## src/rtl/proc_trace_pkg.sv

```systemverilog
// Shared types and constants for the processor trace buffer.
// Record layout is {pc, ir, alu}; a 16-bit timestamp is prepended when
// TRACE_TIMESTAMP_EN is defined.
package proc_trace_pkg;

   localparam int PC_W  = 7;
   localparam int IR_W  = 16;
   localparam int ALU_W = 16;
   localparam int TS_W  = 16;

   // Processor FSM encodings the buffer cares about.
   localparam logic [3:0] ST_EXEC = 4'd3;
   localparam logic [3:0] ST_HALT = 4'd9;

   // One executed instruction as seen on the debug outputs.
   typedef struct packed {
      logic [PC_W-1:0]  pc;
      logic [IR_W-1:0]  ir;
      logic [ALU_W-1:0] alu;
   } trace_rec_t;

`ifdef TRACE_TIMESTAMP_EN
   // Timestamped record: cycle count at capture in the MSBs.
   typedef struct packed {
      logic [TS_W-1:0] ts;
      trace_rec_t      rec;
   } trace_ts_rec_t;

   typedef trace_ts_rec_t trace_entry_t;
`else
   typedef trace_rec_t trace_entry_t;
`endif

   // Width of one stored entry (39 plain, 55 timestamped).
   localparam int REC_W = $bits(trace_entry_t);

   // 8-bit increment that sticks at all-ones instead of wrapping.
   function automatic logic [7:0] sat_inc8(input logic [7:0] v);
      return (v == 8'hFF) ? v : v + 8'd1;
   endfunction

endpackage

```

## src/rtl/trace_fifo.sv

```systemverilog
// Generic synchronous FIFO storing WIDTH-bit entries, DEPTH deep.
// Latency: a push is visible at the head one edge later (no fall-through).
// Backpressure: a push while full is accepted only if a pop frees a slot on the same edge.
module trace_fifo #(
   parameter int DEPTH = 16,
   parameter int WIDTH = 39,
   localparam int PTR_W = $clog2(DEPTH),
   localparam int CNT_W = PTR_W + 1
) (
   input  logic             clk,
   input  logic             Reset,
   input  logic             push,
   input  logic [WIDTH-1:0] push_data,
   input  logic             pop,
   output logic [WIDTH-1:0] head_data,
   output logic             full,
   output logic             empty,
   output logic [CNT_W-1:0] count
);

   localparam logic [CNT_W-1:0] FULL_CNT = CNT_W'(DEPTH);

   logic [WIDTH-1:0] mem [DEPTH];
   logic [PTR_W-1:0] wr_ptr;
   logic [PTR_W-1:0] rd_ptr;
   logic             push_ok;
   logic             pop_ok;

   // Occupancy alone decides full/empty; pointers just wrap modulo DEPTH.
   assign full  = (count == FULL_CNT);
   assign empty = (count == '0);

   // Pop of an empty FIFO is ignored; a full FIFO takes a push only alongside a pop.
   assign pop_ok  = pop & ~empty;
   assign push_ok = push & (~full | pop_ok);

   // Empty FIFO presents zeros so the head never shows stale or unwritten storage.
   assign head_data = empty ? '0 : mem[rd_ptr];

   // Pointer and occupancy bookkeeping; reset overrides any in-flight push/pop.
   always_ff @(posedge clk) begin
      if (!Reset) begin
         wr_ptr <= '0;
         rd_ptr <= '0;
         count  <= '0;
      end else begin
         if (push_ok) begin
            wr_ptr <= wr_ptr + PTR_W'(1);
         end
         if (pop_ok) begin
            rd_ptr <= rd_ptr + PTR_W'(1);
         end
         case ({push_ok, pop_ok})
            2'b10:   count <= count + CNT_W'(1);
            2'b01:   count <= count - CNT_W'(1);
            default: count <= count;
         endcase
      end
   end

   // Storage array is not reset; the empty gate on head_data hides its contents.
   always_ff @(posedge clk) begin
      if (Reset && push_ok) begin
         mem[wr_ptr] <= push_data;
      end
   end

endmodule

```

## src/rtl/proc_trace_buffer.sv

```systemverilog
// Captures one {PC, IR, ALU} record per EXEC entry of the processor; freezes on HALT.
// Latency: record visible on rd_data one edge after capture; rd_data is combinational from the head.
// Backpressure: host stalls with rd_ready=0; captures into a full buffer are dropped and counted.
// Optional macro TRACE_TIMESTAMP_EN prefixes each record with a 16-bit cycle count.
module proc_trace_buffer
   import proc_trace_pkg::*;
#(
   parameter int         DEPTH      = 16,
   parameter logic [3:0] EXEC_STATE = ST_EXEC,
   parameter logic [3:0] HALT_STATE = ST_HALT,
   localparam int        CNT_W      = $clog2(DEPTH) + 1
) (
   input  logic              clk,
   input  logic              Reset,
   input  logic              trace_en,
   input  logic [3:0]        State_In,
   input  logic [PC_W-1:0]   PC_In,
   input  logic [IR_W-1:0]   IR_In,
   input  logic [ALU_W-1:0]  ALU_Out_In,
   output logic              rd_valid,
   input  logic              rd_ready,
   output logic [REC_W-1:0]  rd_data,
   output logic [CNT_W-1:0]  count,
   output logic [7:0]        drop_count,
   output logic              halted
);

   logic [3:0]   prev_state;
   logic         cap;
   logic         halt_edge;
   logic         pop;
   logic         fifo_full;
   logic         fifo_empty;
   trace_entry_t rec;

   // Edge-detect entry into EXEC so a multi-cycle EXEC yields a single record.
   // The pre-update value of halted is used, so an instruction captured on the
   // HALT edge itself is still stored.
   assign cap       = trace_en & ~halted
                    & (State_In == EXEC_STATE) & (prev_state != EXEC_STATE);
   assign halt_edge = (State_In == HALT_STATE) & (prev_state != HALT_STATE);
   assign pop       = rd_valid & rd_ready;
   assign rd_valid  = ~fifo_empty;

`ifdef TRACE_TIMESTAMP_EN
   logic [TS_W-1:0] ts_cnt;

   // Free-running cycle counter; keeps running after halt so later host timing is visible.
   always_ff @(posedge clk) begin
      if (!Reset) begin
         ts_cnt <= '0;
      end else begin
         ts_cnt <= ts_cnt + TS_W'(1);
      end
   end

   assign rec = {ts_cnt, PC_In, IR_In, ALU_Out_In};
`else
   assign rec = {PC_In, IR_In, ALU_Out_In};
`endif

   // Previous-state register feeding both edge detectors.
   always_ff @(posedge clk) begin
      if (!Reset) begin
         prev_state <= 4'd0;
      end else begin
         prev_state <= State_In;
      end
   end

   // Sticky halt flag; only reset clears it.
   always_ff @(posedge clk) begin
      if (!Reset) begin
         halted <= 1'b0;
      end else if (halt_edge) begin
         halted <= 1'b1;
      end
   end

   // Count captures lost to a full buffer; a same-edge pop makes room so nothing is lost.
   always_ff @(posedge clk) begin
      if (!Reset) begin
         drop_count <= 8'd0;
      end else if (cap && fifo_full && !pop) begin
         drop_count <= sat_inc8(drop_count);
      end
   end

   trace_fifo #(
      .DEPTH (DEPTH),
      .WIDTH (REC_W)
   ) u_fifo (
      .clk       (clk),
      .Reset     (Reset),
      .push      (cap),
      .push_data (rec),
      .pop       (rd_ready),
      .head_data (rd_data),
      .full      (fifo_full),
      .empty     (fifo_empty),
      .count     (count)
   );

endmodule

```

## config.mk

```make
export PLATFORM = sky130hd
export DESIGN_NAME = proc_trace_buffer
export DESIGN_NICKNAME = d
export VERILOG_FILES = /design/src/rtl/proc_trace_pkg.sv /design/src/rtl/trace_fifo.sv /design/src/rtl/proc_trace_buffer.sv
export SDC_FILE = /design/constraint.sdc
export NUM_CORES = 1
export LEC_CHECK = 0
export BUFFER_PORTS_ARGS = -buffer_cell sky130_fd_sc_hd__clkbuf_2
export CAP_MARGIN = 10
export CORE_UTILIZATION = 61
export DETAILED_ROUTE_END_ITERATION = 16
export PLACE_DENSITY = 0.79
export SYNTH_ARGS = -nofsm -noshare
export SYNTH_HDL_FRONTEND = slang
export SYNTH_SLANG_ARGS = --single-unit
```

## constraint.sdc

```tcl
create_clock -name clk -period 5.2 [get_ports clk]
set_clock_uncertainty 0.1 [all_clocks]
set_input_delay 1.04 -clock clk [delete_from_list [all_inputs] [get_ports clk]]
set_output_delay 1.04 -clock clk [all_outputs]
set_load 0.02 [all_outputs]
```

Word-level counts from Yosys, hierarchy flattened:

Memories as Yosys holds them, arrays and structs flattened. A register that Yosys moved wholly into a read port is not among the register bits.
Index checks and enable logic that the tools add are counted.
Widths: inputs -> output; s select.

* flip-flop bits (word level): 26
* bits in writable memories: 624
* bits of input ports: 47
* output and inout port bits: 54
* word-level logic and storage cells: 44
* memories: 1

Memories
* u_fifo.mem: words 16, bits a word 39, read ports 1, clocked after Yosys merged registers in 1, wr ports 1, RTL line trace_fifo.sv:23 `logic [WIDTH-1:0] mem [DEPTH];`

* add/subtract/negate cells: 5
* equal/unequal tests: 8
* multiplexer cells: 6
* bitwise gates (word level): 11
* reductions and logical operators: 7

Operators with widths (count)
* $mux 39: 1
* $pmux 5 s2: 1
* $add 4x1->4 const B: 2
* $add 8x1->8 const B: 1
* $eq 8x8->1 const B: 1
* $mux 4: 2
* $and 1x1->1: 6
* $add 5x1->5 const B: 1
* $eq 5x5->1 const B: 1
* $logic_not 5->1: 1
* $sub 5x1->5 const B: 1
* $eq 4x2->1 const B: 1
* $eq 4x4->1 const B: 1
* $ne 4x2->1 const B: 1
* $ne 4x4->1 const B: 1
* $not 1->1: 4
* $logic_and 1x1->1: 3
* $eq 2x1->1 const B: 1
* $eq 2x2->1 const B: 1
* $mux 1: 2
* $reduce_and 2->1: 1
* $reduce_bool 2->1: 1
* $logic_not 1->1: 1
* $or 1x1->1: 1

Logic depth before layout (Yosys ltp):

Gate-level depths: netlist of the first run.

* depth in word-level cells: 8
* depth in mapped cells: 11
* mapped depth without buffers: 10

Modules after synthesis:

Synthesis of the first run repeated with hierarchy kept, for this count alone.

* cells, all modules: 1148
* area total of the unflattened synthesis: 25350.6 sq um

By module, submodules not included
* trace_fifo: instances 1, cells each 1082, area an instance 24713.7 sq um, seq. area each 19078.3 sq um
* proc_trace_buffer: instances 1, cells each 66, area an instance 636.9 sq um, seq. area each 260.2 sq um

Worst setup path before layout of the first run:

OpenSTA, ideal clock, no wires.

* path kind: input -> register
* start: input State_In[3]
* end: memory u_fifo.mem[7][0], enable pin
* setup time: 0.435 ns
* arrival time: 3.973 ns
* data required time: 4.665 ns
* setup slack: 0.692 ns
* stages on the path: 4
* buffers on the path: 0
* path through: or4bb_1 > nor4b_2 > nand3_1 > nor2_1

* cells in the longest elaborated chain, start to end: 7

Ends and longest elaborated chain
* start, declared: RTL line proc_trace_buffer.sv:16 `input logic [3:0] State_In,`
* $eq 4x2->1: RTL line proc_trace_buffer.sv:40 `& (State_In == EXEC_STATE) & (prev_state != EXEC_STATE);`
* $and 1x1->1 (2 in series): RTL line proc_trace_buffer.sv:40
* $and 1x1->1: RTL line trace_fifo.sv:35 `assign push_ok = push & (~full | pop_ok);`
* $logic_and 1x1->1: RTL line trace_fifo.sv:63 `if (Reset && push_ok) begin`
* $mux 1: RTL line trace_fifo.sv:63
* $mux 1 (implied by the code): RTL line trace_fifo.sv:64 `mem[wr_ptr] <= push_data;`
* end, declared: RTL line trace_fifo.sv:23

No other way between the ends.

Worst setup path after layout of the first run:

* start: register u_fifo.count[0]
* end: output rd_data[2]

* cells in the longest elaborated chain, start to end: 2

Ends and longest elaborated chain
* start, declared: RTL line trace_fifo.sv:18 `output logic [CNT_W-1:0] count`
* start signal, assigned: RTL line trace_fifo.sv:54 `2'b10: count <= count + CNT_W'(1);`
* start signal, assigned: RTL line trace_fifo.sv:55 `2'b01: count <= count - CNT_W'(1);`
* start signal, assigned: RTL line trace_fifo.sv:56 `default: count <= count;`
* $logic_not 5->1: RTL line trace_fifo.sv:31 `assign empty = (count == '0);`
* $mux 39: RTL line trace_fifo.sv:38 `assign head_data = empty ? '0 : mem[rd_ptr];`
* end, declared: RTL line proc_trace_buffer.sv:22 `output logic [REC_W-1:0] rd_data,`

No other way between the ends.

==> results of run 1 <==
-- critical path, stage by stage, from the launching register on --
cell and delay (ns):
dfxtp_1 0.38, or4_4 0.60, or2_4 0.26, nand2b_2 0.69, buf_4 0.38, o211ai_1 0.26
clkbuf_2 0.23
-- path summary, 6_finish.rpt --
| check | from | to | slack [ns] |
|---|---|---|---|
| max reg2reg | prev_state[3] | u_fifo.mem[2][4] | 1.84 |
| max | u_fifo.count[0] | rd_data[2] | 0.62 |
| min reg2reg | u_fifo.rd_ptr[1] | flop | 0.40 |
| min | u_fifo.rd_ptr[1] | flop | 0.40 |
-- layer usage --
layer / vias up / routed length [um] / GRT usage (%)
met1: 6562 / 20700 / 36.6
met2: 679 / 28100 / 45.1
met5: - / 0 / 0
li1: 5215 / - / -
met3: 109 / 4560 / 5.12
met4: 0 / 1680 / 9.92
-- through the flow --
stage | total power, mW | hold slack [ns]
CTS | 10.7 | 0.400
global placement | 6.26 | 0.377
detailed placement | 6.27 | 0.389
floorplan | 6.10 | 0.368
global route | 10.9 | 0.444
finish | 10.7 | 0.398
-- state kept, by name (all words and copies together) (netlist names), named ones only --
register and cells:
u_fifo.mem 624, drop_count 8, u_fifo.count 5, prev_state 4, u_fifo.rd_ptr 4, u_fifo.wr_ptr 4
halted 1
-- final cells by class --
class,count,area [sq um],share of cell area (%)
Sequential cell,654,19300,67.5
Multi-Input combinational cell,451,5650,19.7
Clock buffer,71,1610,5.61
Timing Repair Buffer,134,931,3.25
Tap cell,532,666,2.32
Clock inverter,44,423,1.48
Inverter,6,22.5,0.0786
Antenna cell,1,2.50,0.00874
-- report_power, final --
group,internal (mW),switching (mW),leakage (nW)
Clock,2.60,1.90,0.987
Sequential,5.77,0.0131,5.85
Combinational,0.128,0.251,1.96
-- cell families (layout without fill, tap and decap cells) --
| family | Yosys count | in the layout | share of synthesized area (%) |
|---|---|---|---|
| compound gates | 65 | 65 | 1.85 |
| xor+xnor | 4 | 4 | 0.139 |
| fa+ha+maj | 11 | 11 | 0.577 |
| buf+inv | 72 | 255 | 1.19 |
| flops | 654 | 654 | 76.9 |
| mux | 201 | 201 | 15.8 |
| other cells | 0 | 1 | 0 |
| simple gates | 170 | 170 | 3.60 |
-- cell usage in the layout, fill, tap and decap left out, types with 12 or more instances in the layout --
| master | synthesis | final |
|---|---|---|
| buf_12 | 0 | 14 |
| buf_4 | 0 | 20 |
| clkbuf_16 | 0 | 63 |
| clkbuf_2 | 0 | 100 |
| clkinv_1 | 0 | 13 |
| clkinv_2 | 0 | 16 |
| dfxtp_1 | 30 | 27 |
| edfxtp_1 | 624 | 624 |
| mux2i_1 | 45 | 45 |
| mux4_2 | 156 | 156 |
| nand2_1 | 12 | 12 |
| nand3_1 | 91 | 91 |
| nor2_4 | 0 | 16 |
| o211ai_1 | 41 | 41 |
==> flow_summary.yaml, run 1 <==
run_status:
  outcome: "finished clean"
finish:
  layout.nets: 1366
  drive_above_1_share_pct: 30.5
  fin_util_pct: 70.3
  areaGrowthSynthToFinish_pct: 13.9
  final_area_sq_mm: 0.0286
  finalNonFillerCells: 1893
  fill_cells: 2377
setup_path:
  critPathLaunchType: "flop"
  critPathRequiredTime_ns: 4.06
  reg2reg_depth: 5
  arrival_ns: 3.44
  path_class: "reg -> out"
  endpoint_kind: "primary output"
  path_max_fanout: 29
sta:
  slew_headroom_pct: 30.1
  finalMaxSlewViolations: 0
  hold_violations: 0
  rsz0062_at_grt: "false"
  finalWorstSetupSlack_ns: 0.622
  finalSetupTns_ns: 0
  period_needed_ns: 4.58
  finalSetupViolCount: 0
  clock.fmax_mhz: 218
  tightest_slew_ns: 1.05
  fin_crit_sh_pct: 88.0
synth:
  netlist_instances: 1177
  ys_async_sr_fraction_pct: 0
  synthMostInstantiatedCell: "edfxtp_1"
  synth.net_count: 1235
  synth_top_area_share_pct: 74.5
  synth_cell_types: 43
  synth.avg_cell_area_sq_um: 21.4
  ys_warn_count: 0
  synth_area_leaders: "edfxtp_1 75%, mux4_2 14%, dfxtp_1 2.4%"
  syn_area_sq_mm: 0.0252
  yosysTopAreaCell: "edfxtp_1"
  synth-seq-cells: 654
  synth_commonest_cells: "624 x edfxtp_1, 156 x mux4_2, 91 x nand3_1, 45 x mux2i_1, 41 x o211ai_1"
  seq_area_frac_synth_pct: 76.9
  synth_edf_count: 624
  synthFlopType: "edfxtp_1"
clocking:
  cts_tree: "done"
  root_buffer: "clkbuf_16"
  clkTransAtPathRegs_ns: 0.06
  cts_buffer_depth: 3
  postCtsSetupRepairBufs: 0
  cts.hold.buffers_added: 0
  cts_buffers: 61
  cts_sinks: 654
  clkLatencyLatePin_ns: 0.62
  ctsResizeCount: 0
  ctsHtreeMaxLevel: 2
pwr:
  peakVddDrop_uv: 374
  power.leakage_nw: 8.80
  power_density_mw_per_mm2: 372
placement:
  port_buffers: 100
  place_area_sq_mm: 0.0266
  post-place-ws_ns: 0.771
  dp_cells: 1777
  dp_hpwl_um: 29600
  finalWeightedCongestion: 0.759
detailed_routing:
  drc: 0
  wire_per_inst_um: 29.1
  wl_um: 55100
  drt_iter0_markers: 1352
  via_count: 12565
  vias_per_cell: 6.64
  firstDrtPassIters: 5
  postRouteAntennaNets: 0
min_path:
  hold-path-cell-count: 2
  hold_class: "reg -> reg"
run:
  maxCapViolCount: 0
floorplanning:
  num_rows: 74
  ios: 101
  die_y_um: 205
  core_sq_mm: 0.0407
  start_util_pct: 61.7
  die_w_um: 205
  fp.dieArea_sq_mm: 0.0420
global_routing:
  antenna_found_initial: 1
  gr-total-overflow: 0
  grt_pass1_vias: 12979
  grt_pass1_wl_um: 81800
  grt_max_degree: 81
  grt_usage_pct: 27.3
Note: power is estimated with default switching activity, not from simulation.
==> run 2, diff against run 1 <==
ABC_AREA = 1   (was not set)
CORE_UTILIZATION = 62   (was 61)
PLACE_DENSITY = 0.8   (was 0.79)
==> flow_summary.yaml, run 2 <==
clocking:
  cts_buffer_depth: 3
  clkTransAtPathRegs_ns: 0.06
  postCtsSetupRepairBufs: 0
  cts_sinks: 654
  ctsHtreeMaxLevel: 3
  cts.hold.buffers_added: 0
  clkLatencyLatePin_ns: 0.57
  ctsResizeCount: 0
  cts_buffers: 66
  root_buffer: "clkbuf_16"
  cts_tree: "done"
sta:
  rsz0062_at_grt: "false"
  finalSetupTns_ns: 0
  tightest_slew_ns: 1.21
  finalSetupViolCount: 0
  slew_headroom_pct: 19.2
  period_needed_ns: 4.18
  finalMaxSlewViolations: 0
  hold_violations: 0
  fin_crit_sh_pct: 80.4
  clock.fmax_mhz: 239
synth:
  yosysTopAreaCell: "edfxtp_1"
  synth_cell_types: 29
  synth_commonest_cells: "830 x nand2_1, 624 x edfxtp_1, 481 x nand3_1, 53 x buf_2, 50 x a21oi_1"
  ys_async_sr_fraction_pct: 0
  synth_mux_area_share_pct: 0
  synth_edf_count: 624
  synth.avg_cell_area_sq_um: 11.6
  synth_compound_area_share_pct: 1.21
  netlist_instances: 2290
  yosys.area_share.simple_pct: 21.9
  synth_area_leaders: "edfxtp_1 70%, nand2_1 12%, nand3_1 9.0%"
  synth_top_area_share_pct: 70.3
  syn_area_sq_mm: 0.0267
  synth-seq-cells: 654
  synth.net_count: 2348
  ys_warn_count: 0
  synthFlopType: "edfxtp_1"
  synthMostInstantiatedCell: "nand2_1"
  synth_top_family_by_area: "simple AND/OR/NAND/NOR gates"
  seq_area_frac_synth_pct: 72.5
  synth-xor-area-share_pct: 0.131
  synthAdderAreaFrac_pct: 0.544
finish:
  layout.nets: 2414
  final_common_cell: "nand2_1"
  finalNonFillerCells: 2939
  drive_above_1_share_pct: 10.3
  layout_common_cells: "830 x nand2_1, 624 x edfxtp_1, 481 x nand3_1"
  fin_util_pct: 69.9
  regMostFlops: "u_fifo.mem"
  final_area_sq_mm: 0.0295
  insertedDiodeCount: 0
  largest_reg_flops: 624
  reg_top3: "u_fifo.mem (624), drop_count (8), u_fifo.count (5)"
  areaGrowthSynthToFinish_pct: 10.5
global_routing:
  gr-total-overflow: 0
  antenna_found_initial: 2
  grt_usage_pct: 29.9
  grt_max_degree: 214
  grt_pass1_wl_um: 99300
  grt_pass1_vias: 17968
setup_path:
  arrival_ns: 3.04
  crit_path_cell_trace: "inv_4, buf_4, nand3_1, nand3_1, nand2_1, nand2_1, a21oi_1, clkbuf_2"
  path_max_fanout: 85
  crit_family: "buffers and inverters"
  slowest_delay_ns: 0.81
  critPathRequiredTime_ns: 4.06
  cp_slowest_cell: "inv_4"
  critPathLaunchType: "flop"
  crit_buf_inv: 3
  endpoint_kind: "primary output"
  path_class: "reg -> out"
placement:
  dp_hpwl_um: 32400
  place_area_sq_mm: 0.0275
  port_buffers: 100
  dp_cells: 2827
  finalWeightedCongestion: 0.832
floorplanning:
  ios: 101
  num_rows: 75
  start_util_pct: 63.3
  die_y_um: 209
  fp.dieArea_sq_mm: 0.0438
  core_sq_mm: 0.0421
  die_w_um: 209
detailed_routing:
  wire_per_inst_um: 22.1
  postRouteAntennaNets: 0
  firstDrtPassIters: 6
  drc: 0
  drt_iter0_markers: 2608
  vias_per_cell: 6.16
  via_count: 18110
  wl_um: 65000
pwr:
  power_density_mw_per_mm2: 479
  peakVddDrop_uv: 428
  finalPower_mw: 14.1
  power.leakage_nw: 10.8
run:
  maxCapViolCount: 0
run_status:
  outcome: "finished clean"
min_path:
  hold_class: "reg -> reg"
==> run 2: cell types whose count changed after synthesis, moves of 10 or more <==
cell and change:
nand4_1 +10, mux4_2 -156, buf_2 +36, nand2_1 +818, o211ai_1 -41, buf_6 +13, nand3_1 +390, nor2_1 +23
inv_1 +34, mux2i_1 -45, a21oi_1 +41, buf_4 +32
==> run 2: power breakdown <==
group          switching (mW)  internal [mW]
logic                    2.81           1.07
clock network            1.89           2.50
registers              0.0600           5.80
total                    4.76           9.37
==> run 2: through the flow <==
stage          hold WS, ns  worst slack, ns
3_3_place_gp         0.371             1.65
5_1_grt              0.429            0.907
4_1_cts              0.398             1.05
2_1_floorplan        0.347             1.39
3_5_place_dp         0.386             1.61
6_report             0.396             1.02
==> run 2: path summary, 6_finish.rpt <==
path,startpoint,endpoint,slack [ns],cells past startpoint
setup / recovery,flop,rd_data[30],1.02,8
hold / removal,u_fifo.rd_ptr[3],flop,0.40,2
setup reg to reg,u_fifo.count[0],u_fifo.mem[4][1],2.33,7
hold reg to reg,u_fifo.rd_ptr[3],flop,0.40,2
==> run 2: area by class of cell <==
type,count,area (sq um)
Clock buffer,87,1810
Clock inverter,25,148
Fill cell,2765,12700
Inverter,43,171
Multi-Input combinational cell,1457,6460
Sequential cell,654,19400
Tap cell,539,674
Timing Repair Buffer,134,843
==> run 2: routing by layer <==
metal / up-vias / part of all wire (%) / track usage (%)
met5: - / 0.042 / 0
met4: 4 / 2.9 / 11.3
met3: 173 / 10 / 4.91
met2: 1160 / 48 / 49.1
met1: 8645 / 38 / 40.6
li1: 8128 / - / -
==> run 2: worst min-delay path, delay by kind of cell, from the launching register on <==
family | cells | cell delay (ns)
flops | 1 | 0.32
compound gates | 1 | 0.07
simple gates | 1 | 0.06
==> run 2: logic make-up (layout without fill, tap and decap cells) <==
group / Yosys count / after routing
flip-flops: 654 / 654
adder cells (fa/ha/maj): 11 / 11
XOR/XNOR: 4 / 4
AO/OA/AOI/OAI: 63 / 63
AND/OR/NAND/NOR: 1379 / 1379
buffers and inverters: 179 / 289
